===== src/rtl/sys_defs_pkg.sv =====
// Shared system definitions: memory command encoding, arbiter FSM states and
// the default fetch-starvation limit used by the unified memory arbiter.
package sys_defs;

  // Command encoding shared by the data port and the unified memory port.
  typedef enum logic [1:0] {
    CmdNone  = 2'd0,
    CmdLoad  = 2'd1,
    CmdStore = 2'd2
  } mem_cmd_t;

  typedef enum logic [1:0] {
    ArbIdle  = 2'd0,
    ArbWaitI = 2'd1,
    ArbWaitD = 2'd2
  } arb_state_t;

  localparam int unsigned StarveLimitDefault = 4;

endpackage


===== src/rtl/mem_arbiter.sv =====
// Unified memory arbiter: shares one single-outstanding memory port between the
// instruction fetch port and the data port. Data normally wins; a pending
// fetch is forced through after STARVE_LIMIT consecutive data grants.
//
// Ports:
//   clk, rst                 clock, synchronous active-high reset
//   if_req/if_addr/if_flush  fetch request, address, discard in-flight fetch
//   if_instr/if_data_valid   registered instruction and its one-cycle pulse
//   if_stall                 fetch not yet satisfied
//   dmem_cmd/addr/wdata      data command (NONE/LOAD/STORE), address, store data
//   dmem_rdata/dmem_done     registered load data and completion pulse
//   dmem_stall               data command not yet complete
//   mem_cmd/addr/wdata       command to memory (combinational in IDLE)
//   mem_ready                memory accepts mem_cmd this cycle
//   mem_rvalid/mem_rdata     read response
module mem_arbiter
  import sys_defs::*;
#(
  parameter int unsigned STARVE_LIMIT = StarveLimitDefault
) (
  input  logic        clk,
  input  logic        rst,
  input  logic        if_req,
  input  logic [31:0] if_addr,
  input  logic        if_flush,
  output logic [31:0] if_instr,
  output logic        if_data_valid,
  output logic        if_stall,
  input  logic [1:0]  dmem_cmd,
  input  logic [31:0] dmem_addr,
  input  logic [31:0] dmem_wdata,
  output logic [31:0] dmem_rdata,
  output logic        dmem_done,
  output logic        dmem_stall,
  output logic [1:0]  mem_cmd,
  output logic [31:0] mem_addr,
  output logic [31:0] mem_wdata,
  input  logic        mem_ready,
  input  logic        mem_rvalid,
  input  logic [31:0] mem_rdata
);

  localparam int unsigned CntW = $clog2(STARVE_LIMIT + 1);

  arb_state_t      state_q;
  logic [CntW-1:0] starve_cnt_q;
  logic            drop_q;

  logic data_valid;
  logic fetch_valid;
  logic grant_fetch;
  logic grant_data;
  logic accept;
  logic starved;

  assign if_stall   = if_req & ~if_data_valid;
  assign dmem_stall = (dmem_cmd != CmdNone) & ~dmem_done;
  assign starved    = (starve_cnt_q == CntW'(STARVE_LIMIT));

  always_comb begin
    // A requester whose completion pulse is high this cycle is still holding
    // the old request; masking it prevents a duplicate issue.
    data_valid  = ((dmem_cmd == CmdLoad) || (dmem_cmd == CmdStore)) && !dmem_done;
    fetch_valid = if_req && !if_data_valid;
    grant_fetch = 1'b0;
    grant_data  = 1'b0;
    if (state_q == ArbIdle) begin
      grant_fetch = fetch_valid && (!data_valid || starved);
      grant_data  = data_valid && !grant_fetch;
    end

    mem_cmd   = CmdNone;
    mem_addr  = 32'h0;
    mem_wdata = 32'h0;
    if (grant_fetch) begin
      mem_cmd  = CmdLoad;
      mem_addr = {if_addr[31:2], 2'b00};
    end else if (grant_data) begin
      mem_cmd  = dmem_cmd;
      mem_addr = {dmem_addr[31:2], 2'b00};
      if (dmem_cmd == CmdStore) begin
        mem_wdata = dmem_wdata;
      end
    end

    accept = (mem_cmd != CmdNone) && mem_ready;
  end

  always_ff @(posedge clk) begin
    if (rst) begin
      state_q       <= ArbIdle;
      starve_cnt_q  <= '0;
      drop_q        <= 1'b0;
      if_instr      <= 32'h0;
      if_data_valid <= 1'b0;
      dmem_rdata    <= 32'h0;
      dmem_done     <= 1'b0;
    end else begin
      if_data_valid <= 1'b0;
      dmem_done     <= 1'b0;

      if (!if_req || (accept && grant_fetch)) begin
        starve_cnt_q <= '0;
      end else if (accept && grant_data && !starved) begin
        starve_cnt_q <= starve_cnt_q + 1'b1;
      end

      case (state_q)
        ArbIdle: begin
          if (accept) begin
            if (grant_fetch) begin
              state_q <= ArbWaitI;
              drop_q  <= if_flush;
            end else if (dmem_cmd == CmdStore) begin
              // Stores are posted: complete as soon as memory takes them.
              dmem_done <= 1'b1;
            end else begin
              state_q <= ArbWaitD;
            end
          end
        end
        ArbWaitI: begin
          if (mem_rvalid) begin
            state_q <= ArbIdle;
            drop_q  <= 1'b0;
            if (!drop_q && !if_flush) begin
              if_instr      <= mem_rdata;
              if_data_valid <= 1'b1;
            end
          end else if (if_flush) begin
            drop_q <= 1'b1;
          end
        end
        ArbWaitD: begin
          if (mem_rvalid) begin
            state_q    <= ArbIdle;
            dmem_rdata <= mem_rdata;
            dmem_done  <= 1'b1;
          end
        end
        default: state_q <= ArbIdle;
      endcase
    end
  end

endmodule

===== config.mk =====
export PLATFORM = sky130hd
export DESIGN_NAME = mem_arbiter
export DESIGN_NICKNAME = d
export VERILOG_FILES = /design/src/rtl/sys_defs_pkg.sv /design/src/rtl/mem_arbiter.sv
export SDC_FILE = /design/constraint.sdc
export NUM_CORES = 1
export LEC_CHECK = 0
export CELL_PAD_IN_SITES_DETAIL_PLACEMENT = 0
export CELL_PAD_IN_SITES_GLOBAL_PLACEMENT = 1
export CORE_MARGIN = 1.5
export CORE_UTILIZATION = 23
export CTS_CLUSTER_DIAMETER = 60
export DETAILED_ROUTE_END_ITERATION = 12
export PLACE_DENSITY_LB_ADDON = 0.3
export SYNTH_ARGS = -nofsm -noshare
export SYNTH_HDL_FRONTEND = slang
export SYNTH_SLANG_ARGS = --single-unit

===== constraint.sdc =====
create_clock -name clk -period 6.9 [get_ports clk]
set_clock_uncertainty 0.1 [all_clocks]
set_input_delay 2.07 -clock clk [delete_from_list [all_inputs] [get_ports clk]]
set_output_delay 2.07 -clock clk [all_outputs]
set_load 0.1 [all_outputs]

==> summary.md, run 1 <==
| Metric | Value |
|---|---|
| Outcome | `finished clean` |
| Die area | `15210 um2` |
| Remaining global-route overflow | `0` |
| Worst Path Max Fanout | `31` |
| Synth Cell Area | `approximately 3300 um2` |
| Worst R2R Setup Slack | `4.71 ns` |
| Initial Util | `0.2381` |
| Layout cells sized above 1 | `0.1435` |
| Synth top cells by count | `nand2_1, dfxtp_1, a21oi_1` |
| Largest net degree at the start of global routing | `71` |
| CTS resizes | `0` |
| Max Cap Violations | `0` |
| Slew Limit Headroom | `0.3140` |
| Unique masters post-synth | `41` |
| Yosys warnings | `0` |
| ANT cells | `0` |
| Largest delay share family, worst path | `buffers and inverters` |
| First-pass GRT wire length | `20270 um` |
| RSZ-0062 raised after global routing | `false` |
| Ranking of synthesized cells by area | `dfxtp_1, nand2_1, a21oi_1` |
| CTS Buf Count | `9` |
| Hold-fix buffers, CTS | `0` |
| Pwr Density | `235.6 nW/um2` |
| Via count of the first global-routing pass | `3847` |
| DPL Wire Length | `10890 um` |
| Final worst setup slack | `between 0.4 and 0.5 ns` |
| Final Hold Fails | `0` |
| Period utilization | `0.9398` |
| Reg2Reg Depth | `5` |
| Final GP Congestion | `0.8088` |
| Most instantiated library cell after synthesis | `nand2_1` |
| Crit path arrival time | `4.31 ns` |
| Worst hold path class | `register to register` |
| Initial DRC Count | `between 70 and 80` |
| Post-CTS Setup Inserts | `0` |
| Chip width | `123.3 um` |
| Final hold slack | `0.3503 ns` |
| Initial antenna violation count | `0` |
| Tot GR Track Use | `0.1756` |
| Reg clk slew, reported paths | `roughly 0.05 ns` |
| CP max stage delay | `approximately 0.54 ns` |
| Yosys top cell by area | `dfxtp_1` |
| Cell mode on critical path | `buf_12` |
| 1st-pass router iterations | `4` |
| Dpl cells | `848` |
| Complex-gate fraction of the synthesized area | `0.2115` |
| Post-Synthesis Cells | `432` |
| Sequential cell area fraction in the yosys report | `0.4328` |
| Slowest cell on crit path | `clkdlybuf4s50_1` |
| CP Cell Sequence | `clkdlybuf4s50_1, inv_1, ha_1, nand2b_4, o21a_1, and2_1, buf_12, a22o_1, buf_12` |
| Root buffer cell | `clkbuf_16` |
| Finished Layout Cells | `863` |
| Hold Path Depth | `2` |
| Setup crit start kind | `primary input` |
| Htree depth | `3` |
| Largest family of logic cells by synthesized area | `simple AND/OR/NAND/NOR gates` |
| Core footprint | `13990 um2` |
| Hold Path Sink | `dmem_rdata[23]` |
| Syn-to-layout area delta | `113.1%` |
| CTS tree | `yes` |
| Die Y | `about 120 um` |
| Multiplexer area fraction after synthesis | `0.003005` |
| Dpl ws | `0.4335 ns` |
| Reg-to-Reg End | `if_instr[21]` |
| Fin. max-slew vios | `0` |
| Share of the synthesized area in the top cell type | `0.4328` |
| Crit Path Class | `primary input to primary output` |
| Wire per inst | `16.36 um` |
| Peak VDD IR | `0.0001311 V` |
| Io pins | `270` |
| Actual slew at the worst max-slew pin | `between 1 and 1.5 ns` |
| Post-Synth Adder-Cell Area | `0.02630` |
| Reg2reg start | `state_q[0]` |
| CP Capture Type | `primary output` |
| Mapped Avg Cell Area | `7.710 um2` |
| Via Count | `approximately 3900` |
| Routed WL | `14120 um` |
| Post-Synth Simple-Gate Area | `0.2648` |
| Number of nets with antenna violations after routing | `0` |
| Req. time, crit path | `4.73 ns` |
| Final critical-path required period | `~6.5 ns` |
| Remaining DRCs | `0` |
| Clock latency on the worst-skew pair | `0.32 ns` |
| Async S/R FF share, synth | `0` |
| FP Rows | `43` |
| XOR/XNOR Fraction of Synth Area | `0.002630` |
| Setup TNS | `0 ns` |
| Final setup fails | `0` |
| Clk sinks | `72` |
| Synth Flop Type | `dfxtp_1` |
| Buf/Inv on CP | `4` |
| Design Power | `1.672 mW` |
| Highest clock rate | `154.2 MHz` |
| Worst hold start | `dmem_rdata[23]` |
| Final net count | `around 820` |
| Buffer levels on the longest clock path | `2` |
| Port buffer count | `263` |
| Yosys reg bits | `72` |
| Filler cells | `1303` |
| DR vias/cell | `4.526` |
| EDFF count, synth | `0` |
| Leak | `2.610 nW` |
## how the worst max path moves through the flow
stage	start	endpoint	slack (ns)	cells after the start
3_3_place_gp	dmem_cmd[0]	mem_addr[31]	0.47	9
5_1_grt	dmem_cmd[0]	mem_addr[31]	0.31	9
6_report	dmem_cmd[0]	mem_addr[31]	0.42	9
3_5_place_dp	dmem_cmd[0]	mem_addr[31]	0.43	9
2_1_floorplan	if_req	mem_addr[22]	0.23	6
4_1_cts	dmem_cmd[0]	mem_addr[31]	0.42	9
## layout by cell type (no fill, tap or decap), drive strengths merged, types with 3 or more instances in the layout
cell,netlist,final
nand2,133,133
a21oi,66,66
clkbuf,28,13
buf,9,76
inv,9,9
and2,35,35
dfxtp,72,72
nor3,3,3
a22o,30,30
ha,7,7
nor2,6,6
clkdlybuf4s50,0,196
## flip-flops by register name (all words and copies together), names as in the netlist
signal and count:
dmem_done 1, dmem_rdata 32, starve_cnt_q 3, drop_q 1, if_instr 32, state_q 2
if_data_valid 1
## per-stage QoR
step	cell area (um2)	util
2_1_floorplan	3343	-
3_3_place_gp	6790	0.4854
3_5_place_dp	6790	0.4854
4_1_cts	7098	0.5074
5_1_grt	7098	0.5074
6_report	7098	0.5074
## tightest hold or removal path, cell delays in order, from the launching register on
cell and delay [ns]:
dfxtp_1 0.30, nand2_1 0.05, a21oi_1 0.05
## report_power, final
part           switching, mW  total [mW]  internal (mW)
Combinational          0.488       0.760          0.272
Sequential           0.00727       0.435          0.428
Clock                  0.169       0.476          0.308
## area by class of cell
type                       count  area [um2]  area share
clock buffer                  13       270.3     0.03808
clock inverter                 2       37.54    0.005288
inverter                       9       33.78    0.004759
multi-input combinational    315        1734      0.2443
sequential                    72        1441      0.2031
tap                          180       225.2     0.03173
timing repair buffer         272        3356      0.4728
## cells by family after synthesis
logic type / Yosys count
AOI/OAI and AO/OA: 111
xor gates and xnor gates: 1
adders and majority gates: 7
buffers and inverters: 46
DFF: 72
muxes: 1
other: 1
and+or+nand+nor: 193
## routing by layer
metal	track usage	routed length [um]	vias to the layer above
li1	-	-	1936
met1	0.1889	5346	1792
met2	0.3118	7061	167
met3	0.07472	1554	11
met4	0.05316	159	0
met5	0	0	-
No activity file was read; power rests on OpenSTA's default activity.
==> run 2: changes to the inputs <==
Settings changed: CELL_PAD_IN_SITES_DETAIL_PLACEMENT 0 to 1, CORE_UTILIZATION 23 to 24, CTS_BUF_LIST set to sky130_fd_sc_hd__clkbuf_8.
==> run 2 against run 1 <==
Fmax down 0.89%. Global-route usage is 2.9 points higher. Sequential share of layout area grew 0.34 points. Core utilization rose by 1.4 points. Register-to-register slack got worse by 0.13 ns.
==> summary.md, run 2 (synthesis results as in run 1) <==
| Metric | Value |
|---|---|
| Outcome | `finished clean` |
| Slew Limit Headroom | `0.3225` |
| Hold Path Depth | `2` |
| Die Y | `120.8 um` |
| First-pass GRT wire length | `23330 um` |
| Worst R2R Setup Slack | `4.58 ns` |
| Tot GR Track Use | `0.2046` |
| Port buffer count | `about 260` |
| Initial DRC Count | `82` |
| Peak VDD IR | `between 0.0001 and 0.00015 V` |
| Critical Path Sink | `mem_addr[25]` |
| Remaining global-route overflow | `0` |
| Final core utilization | `0.5210` |
| Initial Util | `0.2486` |
| DPL Wire Length | `around 12000 um` |
| Crit path arrival time | `roughly 4.4 ns` |
| Layout cells sized above 1 | `0.1447` |
| Placed cell area | `6760 um2` |
| Die area | `14590 um2` |
| Final Hold Fails | `0` |
| Final hold slack | `0.3540 ns` |
| ANT cells | `0` |
| Design Power | `between 1.5 and 2 mW` |
| Fin area | `6982 um2` |
| Highest-count cells in the layout ignoring fill and taps | `clkdlybuf4s50_1, nand2_1, dfxtp_1, a21oi_1, buf_12` |
| Leak | `approximately 2.6 nW` |
| Worst Path Max Fanout | `31` |
| Highest clock rate | `152.8 MHz` |
| Final critical-path required period | `between 6 and 7 ns` |
| Final GP Congestion | `0.8195` |
| FP Rows | `between 40 and 50` |
| Clk sinks | `72` |
| Fin. max-slew vios | `0` |
| CTS Buf Count | `9` |
| CP Launch Point | `dmem_cmd[0]` |
| Via count of the first global-routing pass | `about 4300` |
| Io pins | `270` |
| Syn-to-layout area delta | `109.6%` |
| Hold-fix buffers, CTS | `0` |
| Actual slew at the worst max-slew pin | `1.013 ns` |
| Remaining DRCs | `0` |
| Via Count | `between 4000 and 5000` |
| RSZ-0062 raised after global routing | `false` |
| Routed WL | `15160 um` |
| 1st-pass router iterations | `4` |
| Crit Path Class | `primary input to primary output` |
| Pwr Density | `about 220 nW/um2` |
| Root buffer cell | `clkbuf_8` |
| Initial antenna violation count | `0` |
| Period utilization | `0.9482` |
| Setup crit start kind | `primary input` |
| DR vias/cell | `4.662` |
| Slowest cell on crit path | `clkdlybuf4s50_1` |
| Max Cap Violations | `0` |
| CP Cell Sequence | `clkdlybuf4s50_1, inv_1, ha_1, nand2b_4, o21a_1, and2_1, buf_4, a22o_1, buf_12` |
| Commonest non-fill, non-tap cell in the layout | `clkdlybuf4s50_1` |
| Reg-to-Reg End | `if_instr[22]` |
| CP max stage delay | `0.52 ns` |
| Setup TNS | `0 ns` |
| Biggest regs | `dmem_rdata x32, if_instr x32, starve_cnt_q x3` |
| Number of nets with antenna violations after routing | `0` |
| Htree depth | `3` |
| CTS tree | `yes` |
| Core footprint | `13400 um2` |
| Final net count | `822` |
| Clock latency on the worst-skew pair | `0.34 ns` |
| Final setup fails | `0` |
| Largest net degree at the start of global routing | `between 70 and 80` |
| Buffer levels on the longest clock path | `2` |
| Req. time, crit path | `4.73 ns` |
| Reg2reg start | `state_q[1]` |
| Chip width | `120.8 um` |
| Wire per inst | `17.63 um` |
| CTS resizes | `0` |
| CP Capture Type | `primary output` |
| Reg clk slew, reported paths | `0.08 ns` |
| Post-CTS Setup Inserts | `0` |
| Reg2Reg Depth | `6` |
| Worst hold path class | `register to register` |
## run 2: worst min-delay path by stage
stage                    startpoint         endpoint  slack [ns]
floorplan           starve_cnt_q[2]  starve_cnt_q[2]        0.35
global placement       if_instr[17]     if_instr[17]        0.34
detailed placement   dmem_rdata[13]   dmem_rdata[13]        0.35
CTS                  dmem_rdata[28]   dmem_rdata[28]        0.36
global route         dmem_rdata[18]   dmem_rdata[18]        0.37
finish               dmem_rdata[28]   dmem_rdata[28]        0.35
## run 2: area by class of cell
class,instances,area (um2)
clock buffer,10,137.6
multi-input combinational,315,1734
inverter,9,33.78
timing repair buffer,272,3331
tap,176,220.2
clock inverter,6,83.83
fill,1504,6419
sequential,72,1441
## run 2: routing by layer
layer / global-route usage / part of all wire / vias up / wire, um
met4: 0.05588 / 0.015 / 0 / 221
met2: 0.3679 / 0.52 / 161 / 7832
met3: 0.07311 / 0.087 / 12 / 1317
met1: 0.2268 / 0.38 / 1902 / 5791
li1: - / - / 1934 / -
met5: 0 / 0 / - / 0
## run 2: power breakdown
part	leakage [nW]	internal (mW)	total, mW	switching [mW]
clock network	0.110	0.212	0.370	0.159
logic	1.87	0.268	0.757	0.489
registers	0.581	0.427	0.435	0.00777
total	2.56	0.907	1.56	0.656
## run 2: critical path, delay by kind of cell
family | cells | cell delay, ns
AO/OA/AOI/OAI | 2 | 0.55
buffers and inverters | 4 | 1.10
adder cells (fa/ha/maj) | 1 | 0.32
AND/OR/NAND/NOR | 2 | 0.31
## run 2: metrics by stage
| stage | std cells | worst slack [ns] |
|---|---|---|
| floorplan | 433 | 0.2255 |
| global placement | 844 | 0.4056 |
| detailed placement | 844 | 0.3630 |
| CTS | 860 | 0.3415 |
| global route | 860 | 0.1875 |
| finish | 860 | 0.3572 |
==> run 3: changes to the inputs <==
Settings changed: GPL_TIMING_DRIVEN set to 0.
==> run 3 against run 2 <==
Total power shrank 10%. Hold slack gained 0.0029 ns. Clock power shrank 14%. Register-to-register slack gained 0.17 ns. Core utilization shrank 5.7 points. Cell count grew 3.1%. Largest power group unchanged.
==> summary.md, run 3 (synthesis results as in run 1) <==
| Metric | Value |
|---|---|
| Setup TNS | `0 ns` |
| Post-CTS Setup Inserts | `0` |
| Design Power | `1.402 mW` |
| Layout cells sized above 1 | `0.1252` |
| CTS tree | `yes` |
| Largest net degree at the start of global routing | `12` |
| Commonest non-fill, non-tap cell in the layout | `clkdlybuf4s50_1` |
| Peak VDD IR | `0.00009351 V` |
| Hold-fix buffers, CTS | `0` |
| Final setup fails | `0` |
| Die area | `14590 um2` |
| Clock Power Share | `0.227` |
| Final GP Congestion | `between 0.8 and 0.9` |
| Crit Path Class | `primary input to primary output` |
| Area of the multi-input gates | `1719 um2` |
| Combinational Power Share | `0.463` |
| DPL Wire Length | `~13000 um` |
| Filler cells | `1624` |
| Placed cell area | `6186 um2` |
| Final critical-path required period | `roughly 6.7 ns` |
| Core footprint | `13400 um2` |
| Pwr Density | `between 200 and 250 nW/um2` |
| Setup crit start kind | `primary input` |
| Slew Limit Headroom | `0.3137` |
| Die Y | `120.8 um` |
| Number of nets with antenna violations after routing | `0` |
| Routed WL | `~16000 um` |
| P_int | `0.7663 mW` |
| FP Rows | `42` |
| Via Count | `4121` |
| NetSw | `between 0.6 and 0.7 mW` |
| Worst hold path class | `register to register` |
| Largest delay share family, worst path | `buffers and inverters` |
| Highest clock rate | `149.0 MHz` |
| Via count of the first global-routing pass | `4230` |
| Worst Path Max Fanout | `10` |
| Biggest regs | `dmem_rdata x32, if_instr x32, starve_cnt_q x3` |
| Sw Share | `0.4534` |
| Crit path arrival time | `about 4.5 ns` |
| Io pins | `270` |
| Wire per inst | `17.56 um` |
| Initial DRC Count | `107` |
| CP max stage delay | `0.53 ns` |
| Period utilization | `0.9727` |
| DR vias/cell | `4.646` |
| Final core utilization | `0.4643` |
| CP Cell Sequence | `clkdlybuf4s50_1, inv_1, ha_1, nand2b_4, o21a_1, and2_1, buf_1, clkbuf_1, a22o_1, buf_2` |
| ANT cells | `0` |
| Final hold slack | `~0.36 ns` |
| Clock latency on the worst-skew pair | `0.35 ns` |
| Buffer levels on the longest clock path | `2` |
| Clk sinks | `72` |
| Final net count | `849` |
| CTS Buf Count | `9` |
| 1st-pass router iterations | `4` |
| Req. time, crit path | `4.73 ns` |
| Port buffer count | `262` |
| Register area | `approximately 1400 um2` |
| Syn-to-layout area delta | `86.81%` |
| Remaining DRCs | `0` |
| Outcome | `finished clean` |
| Leak | `2.369 nW` |
| Fin area | `6222 um2` |
| Initial antenna violation count | `0` |
| Tot GR Track Use | `0.2053` |
| Actual slew at the worst max-slew pin | `1.026 ns` |
| First-pass GRT wire length | `23150 um` |
| Sequential Power Share | `0.310` |
| Root buffer cell | `clkbuf_8` |
| Final Hold Fails | `0` |
| RSZ-0062 raised after global routing | `false` |
| Chip width | `120.8 um` |
| Max Cap Violations | `0` |
| Reg clk slew, reported paths | `0.07 ns` |
| Slowest cell on crit path | `clkdlybuf4s50_1` |
| Remaining global-route overflow | `0` |
| Highest-count cells in the layout ignoring fill and taps | `clkdlybuf4s50_1, nand2_1, dfxtp_1, a21oi_1, buf_4` |
| Htree depth | `3` |
| Buf/Inv on CP | `5` |
| Fin. max-slew vios | `0` |
| Initial Util | `0.2486` |
| CP Capture Type | `primary output` |
## run 3: changes by cell type in the layout (fill, tap and decap cells not counted), moves of 3 or more
cell	delta
clkbuf_1	+28
buf_4	+47
buf_2	+6
inv_1	+3
clkdlybuf4s15_2	+3
buf_12	-64
## run 3: layout make-up
class,count,share of cell area
plain buffers,37,0.02554
clock buffers,9,0.01991
clock inverters,7,0.009250
inverters,9,0.005429
multi-input cells,315,0.2763
flip-flops and latches,72,0.2317
well taps,176,0.03539
repair buffers,262,0.3965
## run 3: worst paths after layout
check                 from       endpoint  slack (ns)  cells after the start
min reg2reg  dmem_rdata[2]  dmem_rdata[2]        0.36                      2
max reg2reg     state_q[1]   if_instr[24]        4.75                      7
max            dmem_cmd[1]   mem_addr[12]        0.19                     10
min          dmem_rdata[2]  dmem_rdata[2]        0.36                      2
## run 3: power by group through the flow
stage               Clock (mW)  Sequential [mW]  Combinational (mW)
floorplan                    0            0.514               0.388
global placement             0            0.444               0.658
detailed placement           0            0.444               0.665
CTS                      0.328            0.435               0.653
global route             0.347            0.436               0.673
finish                   0.318            0.435               0.649
## run 3: metrics by stage
stage,std cells,setup slack (ns)
floorplan,433,0.2255
global placement,871,-0.8137
detailed placement,871,-0.7911
CTS,887,0.001063
global route,887,0.02701
finish,887,0.1883
## run 3: routing by layer
layer  wire, um  share of wire  GRT usage
met5          0              0          0
met4        302          0.019    0.06103
met3       1380          0.089    0.07075
met2       7841           0.50     0.3722
met1       6048           0.39     0.2250
## run 3: tightest hold or removal path, cell delays in order (launching register included)
cell,delay (ns)
dfxtp_1,0.31
nand2_1,0.05
a21oi_1,0.05
## run 3: what timing repair did
item                                    CTS  global route
gates cloned                              0             0
gates resized for setup                 366             3
pin swaps                                 0             0
endpoints found under the setup margin   64            61
==> RTL change 1: new RTL, settings of run 3 <==
`StarveLimitDefault`: 4 -> 2.
--- a/src/rtl/sys_defs_pkg.sv
+++ b/src/rtl/sys_defs_pkg.sv
@@ -17,3 +17,3 @@
 
-  localparam int unsigned StarveLimitDefault = 4;
+  localparam int unsigned StarveLimitDefault = 2;
 
Function: changed (Yosys sat finds a counterexample within 10 cycles, from zero or initial values and one cycle with rst high).
==> RTL change 1 against run 3 <==
Worst setup slack got worse by 78 ps; worst hold slack got worse by 1.5 ps; critical path type unchanged; largest cell class unchanged; power down 3.3%; synthesized cell count down 2.8%; first-iteration DRC count up 25%; clock power rose by 10%; routed wire length up 8.8%; area after synthesis fell by 2.6%; sequential cell count decreased by 1; design area is 2.8% lower; critical endpoint is now mem_wdata[13]; global-route usage is 2.9 points higher; via count down 0.39%.
==> RTL change 1: results <==
outcome:
  status: "completed"
drt:
  drt-total-wl_um: 16900
  drtIter0Drc: 134
  via_count: 4105
  routed_via_density: 4.69
timing:
  tightest_slew_ps: 1070
clock_tree:
  clkLatencyLatePin_ps: 360
logic_synthesis:
  yosysSeqAreaShare_pct: 43.8
  synth_compound_area_share_pct: 21.2
  synth_top_cells_by_count: "nand2_1 (131), dfxtp_1 (71), a21oi_1 (68), and3_1 (32), a22o_1 (30)"
  netlist-cell-type-count: 36
  netlist_instances: 420
  synthTopCellsByArea: "dfxtp_1 (44%), nand2_1 (15%), a21oi_1 (10%), a22o_1 (8.1%), and3_1 (6.2%)"
  synthMuxAreaShare_pct: 0.309
power:
  p_clk_w: 0.000350
  total_leakage_power_nw: 2.42
  ir_worst_vdd_mv: 0.0954
  power_density_nw_per_um2: 224
  sequentialPowerShare_pct: 31.3
  intPower_w: 0.000762
final_layout:
  reg_top3: "dmem_rdata (32), if_instr (32)"
  drive_gt1_share_pct: 13.7
  antenna_cells: 0
global_route:
  grt_pass1_wl_um: 25400
  antenna_found_initial: 0
  track_usage_pct: 23.5
  first_global_vias: 4528
place:
  gp_congestion: 0.869
  place_hpwl_um: 13300
  post-place-cells: 859
critical_path:
  crit_path_top_delay_cell: "clkdlybuf4s15_2"
  critical-path-max-stage-delay_ps: 560
  worstPathArrival_ps: 4620
min_path:
  hold_depth: 2
==> RTL change 1: cell count changes in the layout (fill, tap and decap cells not counted), sizes merged, moves of 4 or more <==
| cell | delta |
|---|---|
| and3 | +32 |
| clkbuf | +12 |
| inv | -4 |
| buf | -12 |
| and2 | -32 |
| clkdlybuf4s15 | +4 |
==> RTL change 1: stage by stage <==
step	setup slack (ps)	cell area, sq um	TNS, ps	util (%)
2_1_floorplan	109	3250	0	-
5_1_grt	-14.2	6050	-53.3	45.8
4_1_cts	1.51	6350	0	48.1
3_5_place_dp	-602	6090	-30110	46.2
3_3_place_gp	-568	6090	-26570	46.2
6_report	111	6050	0	45.8
==> RTL change 1: routing by layer <==
metal | global-route usage, % | wire (um)
met1 | 22.8 | 5870
met2 | 44.0 | 8750
met3 | 8.67 | 1600
met4 | 10.6 | 719
met5 | 0 | 0
==> RTL change 1: layout make-up <==
class | instances | area (sq um)
multi-input combinational | 304 | 1640
inverter | 7 | 26.3
timing repair buffer | 262 | 2360
tap | 176 | 220
clock inverter | 4 | 45.0
sequential | 71 | 1420
buffer | 39 | 168
clock buffer | 12 | 165
fill | 1644 | 7140
==> RTL change 1: worst max-delay path: cells and delay by family <==
kind                       cells  cell delay, ps
and+or+nand+nor                2             320
AOI/OAI and AO/OA              1             170
adders and majority gates      1             310
buffers and inverters          5            1760
==> RTL change 1: worst paths after layout <==
kind	startpoint	end	slack (ps)
worst max register to register	state_q[1]	if_instr[26]	4840
worst max-delay path	dmem_cmd[0]	mem_wdata[13]	110
worst min register to register	if_instr[0]	if_instr[0]	360
worst min-delay path	if_instr[0]	if_instr[0]	360
==> RTL change 1: timing repair <==
item	4_1_cts	5_1_grt
hold endpoints to repair	0	0
pin swaps	0	0
resized for setup	179	111
setup endpoints to repair	64	57
setup buffers	0	0
==> RTL change 2: new RTL, settings of run 3 <==
Without the edit above. Reset style: asynchronous (`rst`), changed in one clocked block. Comments in the files are not updated.
--- a/src/rtl/mem_arbiter.sv
+++ b/src/rtl/mem_arbiter.sv
@@ -88,3 +88,3 @@
 
-  always_ff @(posedge clk) begin
+  always_ff @(posedge clk or posedge rst) begin
     if (rst) begin
Check against the original RTL: differs if rst is asserted again (counterexample within 4 cycles, from zero or initial values and one cycle with rst high); with rst held inactive, the same outputs for 4 cycles.
==> RTL change 2 against run 3 <==
Worst setup slack lost 63 ps; sequential cell count is the same; routed wire length down 17%; global-route usage is 4.6 points lower; worst hold slack better by 54 ps; count of clock-buffer cells in the layout grew 2; sequential share of layout area rose by 4.7 points; area after synthesis rose by 5.5%; first-iteration DRC count fell by 72%; design area is 3.9% higher; non-clock buffer count decreased by 16.
Power is not shown: default switching activity piles up to over one toggle a cycle in this logic, so the estimate is an artifact.
==> RTL change 2: results <==
outcome:
  status: "completed"
logic_synthesis:
  synth_compound_area_share_pct: 11.1
  synth_top_cells_by_count: "dfrtp_1 (72), mux2_2 (64), and2_1 (33), a22o_1 (30), inv_1 (9)"
  synth_top_flop_cell: "dfrtp_1"
  synth_xor_area_share_pct: 0
  synthTopCellsByArea: "dfrtp_1 (51%), mux2_2 (21%), a22o_1 (7.5%), and2_1 (5.9%), ha_1 (2.5%)"
  synthMuxAreaShare_pct: 20.8
  ys_async_sr_fraction_pct: 100
  yosysSeqAreaShare_pct: 51.3
  yosys.area_share.adder_pct: 2.49
  synth_area_per_cell_sq_um: 12.6
  netlist-cell-type-count: 37
clock_tree:
  ctsResizeCount: 347
  cts_setup_buffers: 0
final_layout:
  final_cell_count_no_fill: 742
  nFillCells: 1587
  seqCellArea_sq_um: 1800
  drive_gt1_share_pct: 29.9
  nets: 696
place:
  gp_congestion: 0.704
  post-place-cells: 726
  place_hpwl_um: 10200
  pre_cts_ws_ps: -930
  placed_cell_area_sq_um: 6390
drt:
  drtIter0Drc: 30
  via_count: 3294
  route.met3.wl_um: 1630
  wl_met1_um: 4310
  drt-total-wl_um: 12900
  wl_met2_um: 6770
global_route:
  grt_max_degree: 73
  first_global_vias: 3512
  track_usage_pct: 16.0
  met1_usage_pct: 15.5
  grt_pass1_wl_um: 18600
  grt.met2_usage_pct: 30.1
  grt.met3_usage_pct: 7.05
critical_path:
  critical-path-max-stage-delay_ps: 910
  crit_path_top_delay_cell: "dlygate4sd2_1"
  worstPathArrival_ps: 4610
timing:
  slew_headroom_pct: 31.1
RTL change 2: cell types whose count changed after synthesis, sizes merged, moves of 7 or more:
cell | before | now
mux2 | 0 | 64
a21oi | 66 | 4
clkbuf | 28 | 4
dfrtp | 0 | 72
dfxtp | 72 | 0
buf | 9 | 16
nand2 | 133 | 6
RTL change 2: final timing paths:
kind,slack [ps],start,depth (start not counted),end
min in group asynchronous,2160,rst,2,if_instr[31]
setup / recovery,120,dmem_cmd[1],9,mem_cmd[1]
max in group asynchronous,3960,rst,2,dmem_done
hold / removal,410,dmem_rdata[12],1,dmem_rdata[12]
setup reg to reg,4450,state_q[1],6,if_instr[15]
hold reg to reg,410,dmem_rdata[12],1,dmem_rdata[12]
RTL change 2: layout make-up:
type                    count  share of cell area [%]
clock inverters             5                   0.600
well taps                 184                    3.56
plain buffers              20                    1.97
inverters                  10                   0.619
clock buffers              11                    2.34
repair buffers            263                    38.8
flip-flops and latches     72                    27.9
multi-input cells         177                    24.3
